**src/rtl/pipeline_hazard_controller_if.sv**
```systemverilog
// Hazard-controller bus: ID/EX/MEM/WB pipeline status in, stall/forward controls out.
// master = pipeline side (drives stage status), slave = hazard controller.
interface pipeline_hazard_controller_if #(
    parameter int CNT_W = 16
);
    logic [4:0]       ID_rs1;
    logic [4:0]       ID_rs2;
    logic             ID_rs2_used;
    logic [4:0]       ID_rd;
    logic             ID_rd_used;
    logic [4:0]       EX_rd;
    logic [4:0]       MEM_rd;
    logic [4:0]       WB_rd;
    logic             EX_RF_enable;
    logic             MEM_RF_enable;
    logic             WB_RF_enable;
    logic             EX_load_instr;
    logic             MEM_req;
    logic             dm_ready;
    logic             stall_clr;

    logic             PC_LE;
    logic             nPC_LE;
    logic             IFID_LE;
    logic             CU_S;
    logic             pipe_hold;
    logic [1:0]       fwd_rs1;
    logic [1:0]       fwd_rs2;
    logic [1:0]       fwd_rd;
    logic [CNT_W-1:0] stall_count;
    logic             err_timeout;

    modport master (
        output ID_rs1, ID_rs2, ID_rs2_used, ID_rd, ID_rd_used,
               EX_rd, MEM_rd, WB_rd, EX_RF_enable, MEM_RF_enable, WB_RF_enable,
               EX_load_instr, MEM_req, dm_ready, stall_clr,
        input  PC_LE, nPC_LE, IFID_LE, CU_S, pipe_hold,
               fwd_rs1, fwd_rs2, fwd_rd, stall_count, err_timeout
    );

    modport slave (
        input  ID_rs1, ID_rs2, ID_rs2_used, ID_rd, ID_rd_used,
               EX_rd, MEM_rd, WB_rd, EX_RF_enable, MEM_RF_enable, WB_RF_enable,
               EX_load_instr, MEM_req, dm_ready, stall_clr,
        output PC_LE, nPC_LE, IFID_LE, CU_S, pipe_hold,
               fwd_rs1, fwd_rs2, fwd_rd, stall_count, err_timeout
    );
endinterface

```
**src/rtl/pipeline_hazard_controller.sv**
```systemverilog
// Hazard controller for a 5-stage pipeline: load-use bubbles, operand
// forwarding selects, data-memory freeze with timeout, stall-cycle counter.
//
//  state    | meaning
//  ---------+---------------------------------------------------------------
//  RUN      | normal flow; may insert a load-use bubble or start a freeze
//  MEM_WAIT | data memory busy; whole pipeline frozen until ready/timeout
module pipeline_hazard_controller #(
    parameter int CNT_W       = 16,
    parameter int MEM_TIMEOUT = 15
) (
    input logic                         Clk,
    input logic                         R,
    pipeline_hazard_controller_if.slave hz
);

    typedef enum logic {RUN = 1'b0, MEM_WAIT = 1'b1} state_t;

    localparam logic [7:0] TIMEOUT = 8'(MEM_TIMEOUT);

    state_t           state_q, state_d;
    logic [7:0]       wait_cnt_q, wait_cnt_d;
    logic [CNT_W-1:0] stall_count_q, stall_count_d;
    logic             err_timeout_q, err_timeout_d;

    logic             le;
    logic             cu_s;
    logic             pipe_hold;
    logic [1:0]       fwd_rs1, fwd_rs2, fwd_rd;

    logic             mem_busy;
    logic             load_use;
    logic             wait_more;

    // Source x matches stage s when s writes a non-zero register equal to x.
    function automatic logic match(input logic [4:0] src, input logic [4:0] rd,
                                   input logic rf_en);
        return (src == rd) && rf_en && (src != 5'd0);
    endfunction

    // Youngest producer wins; a load still in EX cannot forward (bubble covers it).
    function automatic logic [1:0] fwd_sel(input logic [4:0] src, input logic used,
                                           input logic [4:0] ex_rd, input logic ex_en,
                                           input logic ex_ld,
                                           input logic [4:0] mem_rd, input logic mem_en,
                                           input logic [4:0] wb_rd, input logic wb_en);
        logic [1:0] sel;
        sel = 2'b00;
        if (used) begin
            if (match(src, ex_rd, ex_en))        sel = ex_ld ? 2'b00 : 2'b01;
            else if (match(src, mem_rd, mem_en)) sel = 2'b10;
            else if (match(src, wb_rd, wb_en))   sel = 2'b11;
        end
        return sel;
    endfunction

    // Hazard detection terms shared by next-state and output logic.
    always_comb begin
        mem_busy  = hz.MEM_req && !hz.dm_ready;
        load_use  = hz.EX_load_instr &&
                    (match(hz.ID_rs1, hz.EX_rd, hz.EX_RF_enable) ||
                     (hz.ID_rs2_used && match(hz.ID_rs2, hz.EX_rd, hz.EX_RF_enable)) ||
                     (hz.ID_rd_used  && match(hz.ID_rd,  hz.EX_rd, hz.EX_RF_enable)));
        wait_more = !hz.dm_ready && (wait_cnt_q < TIMEOUT);
    end

    // FSM state and wait timer registers.
    always_ff @(posedge Clk or negedge R) begin
        if (!R) begin
            state_q    <= RUN;
            wait_cnt_q <= 8'd0;
        end else begin
            state_q    <= state_d;
            wait_cnt_q <= wait_cnt_d;
        end
    end

    // FSM next state, wait timer and sticky timeout flag.
    always_comb begin
        state_d       = state_q;
        wait_cnt_d    = wait_cnt_q;
        err_timeout_d = err_timeout_q;
        case (state_q)
            RUN: begin
                if (mem_busy) begin
                    state_d    = MEM_WAIT;
                    wait_cnt_d = 8'd1;
                end
            end
            MEM_WAIT: begin
                if (wait_more) begin
                    wait_cnt_d = wait_cnt_q + 8'd1;
                end else begin
                    state_d    = RUN;
                    wait_cnt_d = 8'd0;
                    if (!hz.dm_ready) err_timeout_d = 1'b1;
                end
            end
            default: begin
                state_d    = RUN;
                wait_cnt_d = 8'd0;
            end
        endcase
    end

    // Mealy control outputs; reset forces fetch off with a NOP injected.
    always_comb begin
        le        = 1'b0;
        cu_s      = 1'b1;
        pipe_hold = 1'b0;
        if (R) begin
            if ((state_q == RUN && mem_busy) || (state_q == MEM_WAIT && wait_more)) begin
                cu_s      = 1'b0;
                pipe_hold = 1'b1;
            end else if (load_use) begin
                cu_s = 1'b1;
            end else begin
                le   = 1'b1;
                cu_s = 1'b0;
            end
        end
    end

    // Per-source forwarding selects; held at RF while in reset.
    always_comb begin
        fwd_rs1 = 2'b00;
        fwd_rs2 = 2'b00;
        fwd_rd  = 2'b00;
        if (R) begin
            fwd_rs1 = fwd_sel(hz.ID_rs1, 1'b1, hz.EX_rd, hz.EX_RF_enable, hz.EX_load_instr,
                              hz.MEM_rd, hz.MEM_RF_enable, hz.WB_rd, hz.WB_RF_enable);
            fwd_rs2 = fwd_sel(hz.ID_rs2, hz.ID_rs2_used, hz.EX_rd, hz.EX_RF_enable,
                              hz.EX_load_instr, hz.MEM_rd, hz.MEM_RF_enable,
                              hz.WB_rd, hz.WB_RF_enable);
            fwd_rd  = fwd_sel(hz.ID_rd, hz.ID_rd_used, hz.EX_rd, hz.EX_RF_enable,
                              hz.EX_load_instr, hz.MEM_rd, hz.MEM_RF_enable,
                              hz.WB_rd, hz.WB_RF_enable);
        end
    end

    // Stall counter: clear beats increment, saturates at all-ones.
    always_comb begin
        stall_count_d = stall_count_q;
        if (hz.stall_clr)
            stall_count_d = '0;
        else if (!le && (stall_count_q != '1))
            stall_count_d = stall_count_q + 1'b1;
    end

    // Counter and error flag registers.
    always_ff @(posedge Clk or negedge R) begin
        if (!R) begin
            stall_count_q <= '0;
            err_timeout_q <= 1'b0;
        end else begin
            stall_count_q <= stall_count_d;
            err_timeout_q <= err_timeout_d;
        end
    end

    assign hz.PC_LE       = le;
    assign hz.nPC_LE      = le;
    assign hz.IFID_LE     = le;
    assign hz.CU_S        = cu_s;
    assign hz.pipe_hold   = pipe_hold;
    assign hz.fwd_rs1     = fwd_rs1;
    assign hz.fwd_rs2     = fwd_rs2;
    assign hz.fwd_rd      = fwd_rd;
    assign hz.stall_count = stall_count_q;
    assign hz.err_timeout = err_timeout_q;

endmodule
```
**src/flat_wrapper.sv**
```systemverilog
// flat-port wrapper written by rule: the top's interface ports become plain ports
module pipeline_hazard_controller_flat 
#(
    parameter int CNT_W       = 16,
    parameter int MEM_TIMEOUT = 15
)
  (Clk, R, hz_ID_rs1, hz_ID_rs2, hz_ID_rs2_used, hz_ID_rd, hz_ID_rd_used, hz_EX_rd, hz_MEM_rd, hz_WB_rd, hz_EX_RF_enable, hz_MEM_RF_enable, hz_WB_RF_enable, hz_EX_load_instr, hz_MEM_req, hz_dm_ready, hz_stall_clr, hz_PC_LE, hz_nPC_LE, hz_IFID_LE, hz_CU_S, hz_pipe_hold, hz_fwd_rs1, hz_fwd_rs2, hz_fwd_rd, hz_stall_count, hz_err_timeout);
  pipeline_hazard_controller_if #(.CNT_W(CNT_W)) hz_i ();
  input logic Clk;
  input logic R;
  input wire logic [$bits(hz_i.ID_rs1)-1:0] hz_ID_rs1;
  input wire logic [$bits(hz_i.ID_rs2)-1:0] hz_ID_rs2;
  input wire logic [$bits(hz_i.ID_rs2_used)-1:0] hz_ID_rs2_used;
  input wire logic [$bits(hz_i.ID_rd)-1:0] hz_ID_rd;
  input wire logic [$bits(hz_i.ID_rd_used)-1:0] hz_ID_rd_used;
  input wire logic [$bits(hz_i.EX_rd)-1:0] hz_EX_rd;
  input wire logic [$bits(hz_i.MEM_rd)-1:0] hz_MEM_rd;
  input wire logic [$bits(hz_i.WB_rd)-1:0] hz_WB_rd;
  input wire logic [$bits(hz_i.EX_RF_enable)-1:0] hz_EX_RF_enable;
  input wire logic [$bits(hz_i.MEM_RF_enable)-1:0] hz_MEM_RF_enable;
  input wire logic [$bits(hz_i.WB_RF_enable)-1:0] hz_WB_RF_enable;
  input wire logic [$bits(hz_i.EX_load_instr)-1:0] hz_EX_load_instr;
  input wire logic [$bits(hz_i.MEM_req)-1:0] hz_MEM_req;
  input wire logic [$bits(hz_i.dm_ready)-1:0] hz_dm_ready;
  input wire logic [$bits(hz_i.stall_clr)-1:0] hz_stall_clr;
  output wire logic [$bits(hz_i.PC_LE)-1:0] hz_PC_LE;
  output wire logic [$bits(hz_i.nPC_LE)-1:0] hz_nPC_LE;
  output wire logic [$bits(hz_i.IFID_LE)-1:0] hz_IFID_LE;
  output wire logic [$bits(hz_i.CU_S)-1:0] hz_CU_S;
  output wire logic [$bits(hz_i.pipe_hold)-1:0] hz_pipe_hold;
  output wire logic [$bits(hz_i.fwd_rs1)-1:0] hz_fwd_rs1;
  output wire logic [$bits(hz_i.fwd_rs2)-1:0] hz_fwd_rs2;
  output wire logic [$bits(hz_i.fwd_rd)-1:0] hz_fwd_rd;
  output wire logic [$bits(hz_i.stall_count)-1:0] hz_stall_count;
  output wire logic [$bits(hz_i.err_timeout)-1:0] hz_err_timeout;
  assign hz_i.ID_rs1 = hz_ID_rs1;
  assign hz_i.ID_rs2 = hz_ID_rs2;
  assign hz_i.ID_rs2_used = hz_ID_rs2_used;
  assign hz_i.ID_rd = hz_ID_rd;
  assign hz_i.ID_rd_used = hz_ID_rd_used;
  assign hz_i.EX_rd = hz_EX_rd;
  assign hz_i.MEM_rd = hz_MEM_rd;
  assign hz_i.WB_rd = hz_WB_rd;
  assign hz_i.EX_RF_enable = hz_EX_RF_enable;
  assign hz_i.MEM_RF_enable = hz_MEM_RF_enable;
  assign hz_i.WB_RF_enable = hz_WB_RF_enable;
  assign hz_i.EX_load_instr = hz_EX_load_instr;
  assign hz_i.MEM_req = hz_MEM_req;
  assign hz_i.dm_ready = hz_dm_ready;
  assign hz_i.stall_clr = hz_stall_clr;
  assign hz_PC_LE = hz_i.PC_LE;
  assign hz_nPC_LE = hz_i.nPC_LE;
  assign hz_IFID_LE = hz_i.IFID_LE;
  assign hz_CU_S = hz_i.CU_S;
  assign hz_pipe_hold = hz_i.pipe_hold;
  assign hz_fwd_rs1 = hz_i.fwd_rs1;
  assign hz_fwd_rs2 = hz_i.fwd_rs2;
  assign hz_fwd_rd = hz_i.fwd_rd;
  assign hz_stall_count = hz_i.stall_count;
  assign hz_err_timeout = hz_i.err_timeout;
  pipeline_hazard_controller #(.CNT_W(CNT_W), .MEM_TIMEOUT(MEM_TIMEOUT)) u_core (.Clk(Clk), .R(R), .hz(hz_i));
endmodule
```
**config.mk**
```make
export PLATFORM = sky130hd
export DESIGN_NAME = pipeline_hazard_controller_flat
export DESIGN_NICKNAME = d
export VERILOG_FILES = /design/src/rtl/pipeline_hazard_controller_if.sv /design/src/rtl/pipeline_hazard_controller.sv /design/src/flat_wrapper.sv
export SDC_FILE = /design/constraint.sdc
export NUM_CORES = 1
export LEC_CHECK = 0
export ABC_AREA = 0
export BUFFER_PORTS_ARGS = -buffer_cell sky130_fd_sc_hd__buf_2
export CAP_MARGIN = 20
export CORE_MARGIN = 1
export CORE_UTILIZATION = 48
export CTS_BUF_LIST = sky130_fd_sc_hd__clkbuf_8
export CTS_CLUSTER_DIAMETER = 100
export DETAILED_ROUTE_END_ITERATION = 6
export GPL_ROUTABILITY_DRIVEN = 0
export GPL_TIMING_DRIVEN = 0
export MAX_ROUTING_LAYER = met4
export PLACE_DENSITY = 0.76
export SLEW_MARGIN = 5
export SYNTH_ARGS = -nofsm -noshare
export SYNTH_HDL_FRONTEND = slang
export SYNTH_SLANG_ARGS = --single-unit
```
**constraint.sdc**
```tcl
create_clock -name Clk -period 3.2 [get_ports Clk]
set_input_delay 0.64 -clock Clk [delete_from_list [all_inputs] [get_ports Clk]]
set_output_delay 0.64 -clock Clk [all_outputs]
set_load 0.005 [all_outputs]
```
==> results.md, run 1 <==
| Result | This run | Unit |
|---|---|---|
| Leading post-synthesis cells by instance count | xnor2_1, dfrtp_1, nor2_1 | - |
| Share of async-settable or async-resettable flops after synthesis | 1.000 | - |
| Peak VDD IR | 0.1861 | mV |
| Count of distinct cell types in the synthesized netlist | 43 | - |
| Detailed Routing Iterations Pass 1 | 4 | - |
| Flip-flop cell with the highest count after synthesis | dfrtp_1 | - |
| Number of cell instances on the worst register-to-register path | 9 | - |
| Crit-path max FO | 7 | - |
| Type of element launching the critical path | input port | - |
| Top cell type's share of synthesized area | 0.3125 | - |
| Fraction of the mapped netlist area in adder cells | 0.01202 | - |
| Buffer type at the clock tree root | clkbuf_8 | - |
| Post-synthesis cell area | 0.002082 | mm² |
| Die Span X | 67.86 | µm |
| Setup Total Neg Slack | 0 | ns |
| Share of the clock period used by the worst path after layout | 0.9529 | - |
| ANT nets after route | 0 | - |
| DRC Markers | 0 | - |
| Ranking of synthesized cells by area | dfrtp_1, xnor2_1, xor2_1, nor2_1, nand4_1 | - |
| Drt total wl | 4.907 | mm |
| Worst-margin pin slew | 0.6701 | ns |
| Number of pins exceeding their max-slew limit in the final report | 0 | - |
| Clock buffer depth | 2 | - |
| Count of hold-fix buffers inserted at cts | 0 | - |
| TritonCTS clock tree | built | - |
| Combinational family with the most area after synthesis | simple AND/OR/NAND/NOR gates | - |
| Reported leakage power | 1.185 | nW |
| Number of buffer cells added on primary ports | 68 | - |
| Placed wire-length estimate | 3.931 | mm |
| Crit path time final | 3.049 | ns |
| Effective utilization at floorplan | 0.5095 | - |
| Crit path capture type | output pin | - |
| Max-Slew Margin vs Limit | 0.5533 | - |
| P&R area growth vs syn | 23.20 | % |
| Synth Instances | 229 | - |
| Number of enable flip-flop cells after synthesis | 0 | - |
| Sequential element share of the synthesized area | 0.3125 | - |
| Number of setup violations in the final report | 0 | - |
| Detail-routed via count per cell | 5.568 | - |
| Total core area | 0.004086 | mm² |
| Clock-pin slew on the worst setup and hold paths | 0.09 | ns |
| Unrepaired setup endpoints after global routing | false | - |
| Post-detailed-route wirelength per cell | 13.86 | µm |
| Highest achievable clock rate | 0.3280 | GHz |
| Antenna violations before repair | 0 | - |
| Mean Syn Cell Area | 9.092 | µm² |
| Total power divided by cell area | 294.0 | mW/mm² |
| Area share of xor/xnor cells in the synthesized design | 0.2230 | - |
| Top-count cell post-synth | xnor2_1 | - |
| Post-route clock skew | 0.004855 | ns |
| I/O pin count | 69 | - |
| Layout fillers | 357 | - |
| Number of warning messages in the yosys log | 0 | - |
| Y dimension of the die | 67.86 | µm |
| Net Count, Synth | 272 | - |
| Maximum number of pins on one net before global-route repair | 34 | - |
| Number of sinks handled by clock tree synthesis | 26 | - |
| GR Overflow Total | 0 | - |
| Synth area leader | dfrtp_1 | - |
| Total power of the final layout | 0.7542 | mW |
| Maxcap violations | 0 | - |
| Synthesized-area fraction occupied by and/or/nand/nor cells | 0.2945 | - |
| Mux cell area share after synthesis | 0.03185 | - |
| Crit path required time | 2.56 | ns |
| Total Routing Usage GR | 0.2252 | - |
| Global-route wire length before repair | 7.679 | mm |
| Source-to-sink clock delay at the later pin of the worst-skew pair | 0.27 | ns |
| Net total in the final layout | 348 | - |
| Area of the die | 0.004605 | mm² |
| Critical setup path kind | in2out | - |
| H-Tree Level Count | 1 | - |
| Fin. Hold Viols | 0 | - |
| CTS buffer count | 3 | - |
| Synthesis-stage register bit count | 26 | - |
| Classification of the worst-slack hold path | in2async | - |
| Detailed-route via count | 1,971 | - |
| Data arrival time of the worst path | 2.41 | ns |
| Number of placement rows | 23 | - |
| Share of final-layout standard cells stronger than drive strength 1 | 0.3158 | - |
| Run status | complete, no violations | - |
| Vias in the first global route | 1,771 | - |
| Iteration-0 DRC Markers | 75 | - |
| Compound-Gate Fraction of Synth Area | 0.09675 | - |
| # diodes | 0 | - |
==> final timing paths <==
path                                                         from                                     to  slack (ns)
worst min register to register  u_core.hz.err_timeout$_DFFE_PN0P_      u_core.hz.err_timeout$_DFFE_PN0P_        0.47
worst min-delay path                                            R       u_core.wait_cnt_q[3]$_DFFE_PN0P_        0.40
max in group asynchronous                                       R  u_core.hz.stall_count[10]$_DFFE_PN0P_        2.37
worst max register to register   u_core.wait_cnt_q[5]$_DFFE_PN0P_   u_core.hz.stall_count[9]$_DFFE_PN0P_        0.75
worst max-delay path                                 hz_ID_rs2[1]                              hz_nPC_LE        0.15
min in group Clk                u_core.hz.err_timeout$_DFFE_PN0P_      u_core.hz.err_timeout$_DFFE_PN0P_        0.47
==> cells by family after synthesis <==
group	after synthesis
AOI/OAI and AO/OA	27
xor gates and xnor gates	53
adders and majority gates	2
buffers and inverters	12
DFF	26
muxes	6
and+or+nand+nor	103
==> layout make-up <==
| type | count | area, µm² | share of cell area |
|---|---|---|---|
| Tap cell | 50 | 62.56 | 0.02439 |
| Clock buffer | 4 | 55.05 | 0.02146 |
| Timing Repair Buffer | 71 | 362.8 | 0.1415 |
| Buffer | 8 | 46.29 | 0.01805 |
| Multi-Input combinational cell | 191 | 1373 | 0.5351 |
| Inverter | 4 | 15.01 | 0.005854 |
| Sequential cell | 26 | 650.6 | 0.2537 |
==> per-layer routing <==
metal | GRT usage | vias up | part of all wire
met5 | - | - | 0
met2 | 0.4022 | 80 | 0.49
met3 | 0.03333 | 6 | 0.062
met4 | 0.05729 | 0 | 0.014
met1 | 0.2626 | 913 | 0.44
li1 | - | 972 | -
==> state kept, by name (all words and copies together) (netlist names) <==
signal	count
u_core.hz.stall_count	16
u_core.wait_cnt_q	8
u_core.hz.err_timeout	1
u_core.state_q	1
==> stage by stage <==
| stage | hold slack (ns) | util | std cells | setup WS (ns) | cell area, µm² |
|---|---|---|---|---|---|
| 2_1_floorplan | 0.3444 | - | 229 | 0.4267 | 2082 |
| 3_3_place_gp | 0.4522 | 0.6081 | 347 | 0.04276 | 2485 |
| 3_5_place_dp | 0.4594 | 0.6081 | 347 | 0.03653 | 2485 |
| 4_1_cts | 0.4148 | 0.6216 | 351 | 0.02412 | 2540 |
| 5_1_grt | 0.4439 | 0.6277 | 354 | 0.01012 | 2565 |
| 6_report | 0.3963 | 0.6277 | 354 | 0.1508 | 2565 |
==> timing repair <==
action | CTS | global route
setup buffers | 0 | 3
resized for setup | 0 | 1
endpoints found under the setup margin | 0 | 4
==> critical path, stage by stage <==
cell	delay, ns
buf_2	0.13
or4_1	0.53
nor2_2	0.16
nor4_1	0.12
o31ai_4	0.37
and2_1	0.24
buf_4	0.12
buf_2	0.09
==> where the power goes <==
group          total [mW]  switching [mW]  internal [mW]
logic               0.189           0.102         0.0873
registers           0.351          0.0121          0.339
clock network       0.214           0.104          0.110
total               0.754           0.218          0.536
==> layout by cell type, fill, tap and decap left out, drive strengths merged, types with 2 or more instances in the layout <==
cell type  Yosys  layout
a211oi         7       7
a21oi          8       8
a31o           2       2
and2           6       6
and3           6       6
and4           2       2
buf            4      75
clkbuf         4       8
dfrtp         26      26
ha             2       2
inv            4       4
mux2           5       5
nand2          8       8
nand2b         4       4
nand3         11      11
nand4         12      12
nor2          22      22
nor2b          9       9
nor3           2       2
nor3b          3       3
nor4          11      11
o21ai          4       4
o31ai          2       2
or3b           2       2
or4            3       3
xnor2         36      36
xor2          17      17
Note: power is estimated with default switching activity, not from simulation.
==> run 2, diff against run 1 <==
Settings changed: CORE_UTILIZATION 48 to 51, CTS_BUF_LIST sky130_fd_sc_hd__clkbuf_8 to sky130_fd_sc_hd__clkbuf_16, PLACE_DENSITY 0.76 to 0.81.
==> run 2 against run 1 <==
  * Final cell count shrank 0.85%
  * Register-to-register slack gained 0.02 ns
  * Critical path depth shrank 1
  * Global-route usage grew 1.6 points
  * Combinational power is essentially flat
  * Fmax grew 0.49%
  * Critical endpoint is now hz_fwd_rs2[0]
==> results.md, run 2 (same netlist as run 1, synthesis figures left out) <==
| Result | This run | Unit |
|---|---|---|
| Run status | complete, no violations | - |
| Number of sinks handled by clock tree synthesis | 26 | - |
| Drt total wl | 4.891 | mm |
| Effective utilization at floorplan | 0.5481 | - |
| Cell occurring most often along the worst timing path | buf_2 | - |
| Number of cell instances on the worst register-to-register path | 9 | - |
| End of the worst register-to-register path | u_core.hz.stall_count[9]$_DFFE_PN0P_ | - |
| Share of final-layout standard cells stronger than drive strength 1 | 0.3069 | - |
| Global-route wire length before repair | 7.990 | mm |
| Total core area | 0.003799 | mm² |
| Peak VDD IR | 0.1799 | mV |
| Type of element launching the critical path | input port | - |
| Worst-path cell chain | buf_2, or4_1, nor2_1, nor4_1, or3b_2, a21oi_1, buf_2 | - |
| Number of pins exceeding their max-slew limit in the final report | 0 | - |
| Post-detailed-route wirelength per cell | 13.93 | µm |
| Max stage delay cell, worst path | or4_1 | - |
| H-Tree Level Count | 1 | - |
| Crit path capture type | output pin | - |
| Buffer type at the clock tree root | clkbuf_16 | - |
| ANT nets after route | 0 | - |
| Fin. Hold Viols | 0 | - |
| Total Routing Usage GR | 0.2413 | - |
| # diodes | 0 | - |
| CTS buffer count | 3 | - |
| Maxcap violations | 0 | - |
| Data arrival time of the worst path | 2.39 | ns |
| Worst-margin pin slew | 0.6553 | ns |
| Critical setup path kind | in2out | - |
| Number of buffer cells added on primary ports | 68 | - |
| Crit path time final | 3.034 | ns |
| Detail-routed via count per cell | 5.564 | - |
| Antenna violations before repair | 0 | - |
| Maximum number of pins on one net before global-route repair | 34 | - |
| Reported leakage power | 1.191 | nW |
| Post-route clock skew | 0.004462 | ns |
| Detailed-route via count | 1,953 | - |
| Dpl cell area | 0.002482 | mm² |
| Total power divided by cell area | 315.8 | mW/mm² |
| P&R area growth vs syn | 23.74 | % |
| Number of flip-flops under the largest register name | 16 | - |
| Number of setup violations in the final report | 0 | - |
| Share of the clock period used by the worst path after layout | 0.9482 | - |
| Count of hold-fix buffers inserted at cts | 0 | - |
| Area of all placed cells without fillers | 0.002576 | mm² |
| Clock-pin slew on the worst setup and hold paths | 0.06 | ns |
| Y dimension of the die | 65.90 | µm |
| Most common cell after layout, fill and taps aside | buf_2 | - |
| FF-to-FF setup slack | 0.77 | ns |
| Crit path required time | 2.56 | ns |
| Commonest cells after routing, fill and taps aside | buf_2, xnor2_1, dfrtp_1 | - |
| Number of placement rows | 22 | - |
| GR Overflow Total | 0 | - |
| Unrepaired setup endpoints after global routing | false | - |
| Clock buffer depth | 2 | - |
| Highest achievable clock rate | 0.3296 | GHz |
| Max-Slew Margin vs Limit | 0.5591 | - |
| Classification of the worst-slack hold path | in2async | - |
| Largest stage delay on the critical path | 0.51 | ns |
| Buf+Inv Stages, Crit Path | 2 | - |
| Instance count after placement with tap cells included | 345 | - |
| Iteration-0 DRC Markers | 124 | - |
| TritonCTS clock tree | built | - |
| DRC Markers | 0 | - |
| Placed wire-length estimate | 3.843 | mm |
| Source-to-sink clock delay at the later pin of the worst-skew pair | 0.26 | ns |
| Filler-free cell count of the finished design | 351 | - |
| Detailed Routing Iterations Pass 1 | 4 | - |
| Net total in the final layout | 347 | - |
| Gate family responsible for the most delay along the worst path | simple AND/OR/NAND/NOR gates | - |
| Crit-path max FO | 4 | - |
| Die Span X | 65.90 | µm |
| Vias in the first global route | 1,801 | - |
| Area of the die | 0.004342 | mm² |
| Worst reg2reg startpoint | u_core.hz.stall_count[7]$_DFFE_PN0P_ | - |
| I/O pin count | 69 | - |
==> run 2: through the flow <==
step	utilization	TNS (ns)	hold slack, ns	worst slack [ns]	total power [mW]
after detailed placement	0.6535	-0.008656	0.4690	-0.006989	0.5450
after global routing	0.6782	0	0.4720	0.01702	0.8578
final	0.6782	0	0.4137	0.1657	0.8137
after CTS	0.6782	0	0.4330	0.1629	0.8186
after global placement	0.6535	0	0.4480	0.06514	0.5379
after floorplan	-	0	0.3444	0.4267	0.4605
==> run 2: where the power goes <==
part / internal [mW] / switching [mW] / total, mW
Sequential: 0.339 / 0.0122 / 0.351
Clock: 0.167 / 0.107 / 0.274
Combinational: 0.0868 / 0.101 / 0.188
==> run 2: worst max-delay path by stage <==
stage               cells past startpoint    startpoint            end  slack (ns)
finish                                  7  hz_ID_rs2[1]  hz_fwd_rs2[0]        0.17
global route                            7  hz_ID_rs2[1]  hz_fwd_rs2[0]        0.02
CTS                                     7  hz_ID_rs2[1]  hz_fwd_rs2[0]        0.16
detailed placement                      8  hz_ID_rs2[1]      hz_nPC_LE      -0.007
global placement                        8  hz_ID_rs2[1]      hz_nPC_LE        0.07
floorplan                               6  hz_ID_rs1[3]       hz_PC_LE        0.43
==> run 2: what timing repair did <==
item                       4_1_cts  5_1_grt
setup buffers                    2        0
resized for setup                0        0
setup endpoints to repair        2        0
==> run 2: routing by layer <==
| metal | wire length (µm) | track usage | share of wire |
|---|---|---|---|
| met1 | 2202 | 0.3023 | 0.45 |
| met2 | 2448 | 0.4133 | 0.50 |
| met3 | 189 | 0.02759 | 0.039 |
| met4 | 49 | 0.05707 | 0.010 |
| met5 | 0 | - | 0 |
==> run 2: worst reg2reg max path: cells and delay by family, from the launching register on <==
kind                   cells  cell delay (ns)
AND/OR/NAND/NOR            5             0.96
flip-flops                 1             0.46
buffers and inverters      2             0.37
multiplexers               1             0.32
AO/OA/AOI/OAI              1             0.20
==> run 2: area by class of cell <==
class	count	area, µm²
clock buffers	3	75.07
inverters	4	15.01
multi-input cells	191	1370
well taps	48	60.06
repair buffers	70	355.3
fillers	334	1222
clock inverters	1	3.754
flip-flops and latches	26	650.6
plain buffers	8	46.29
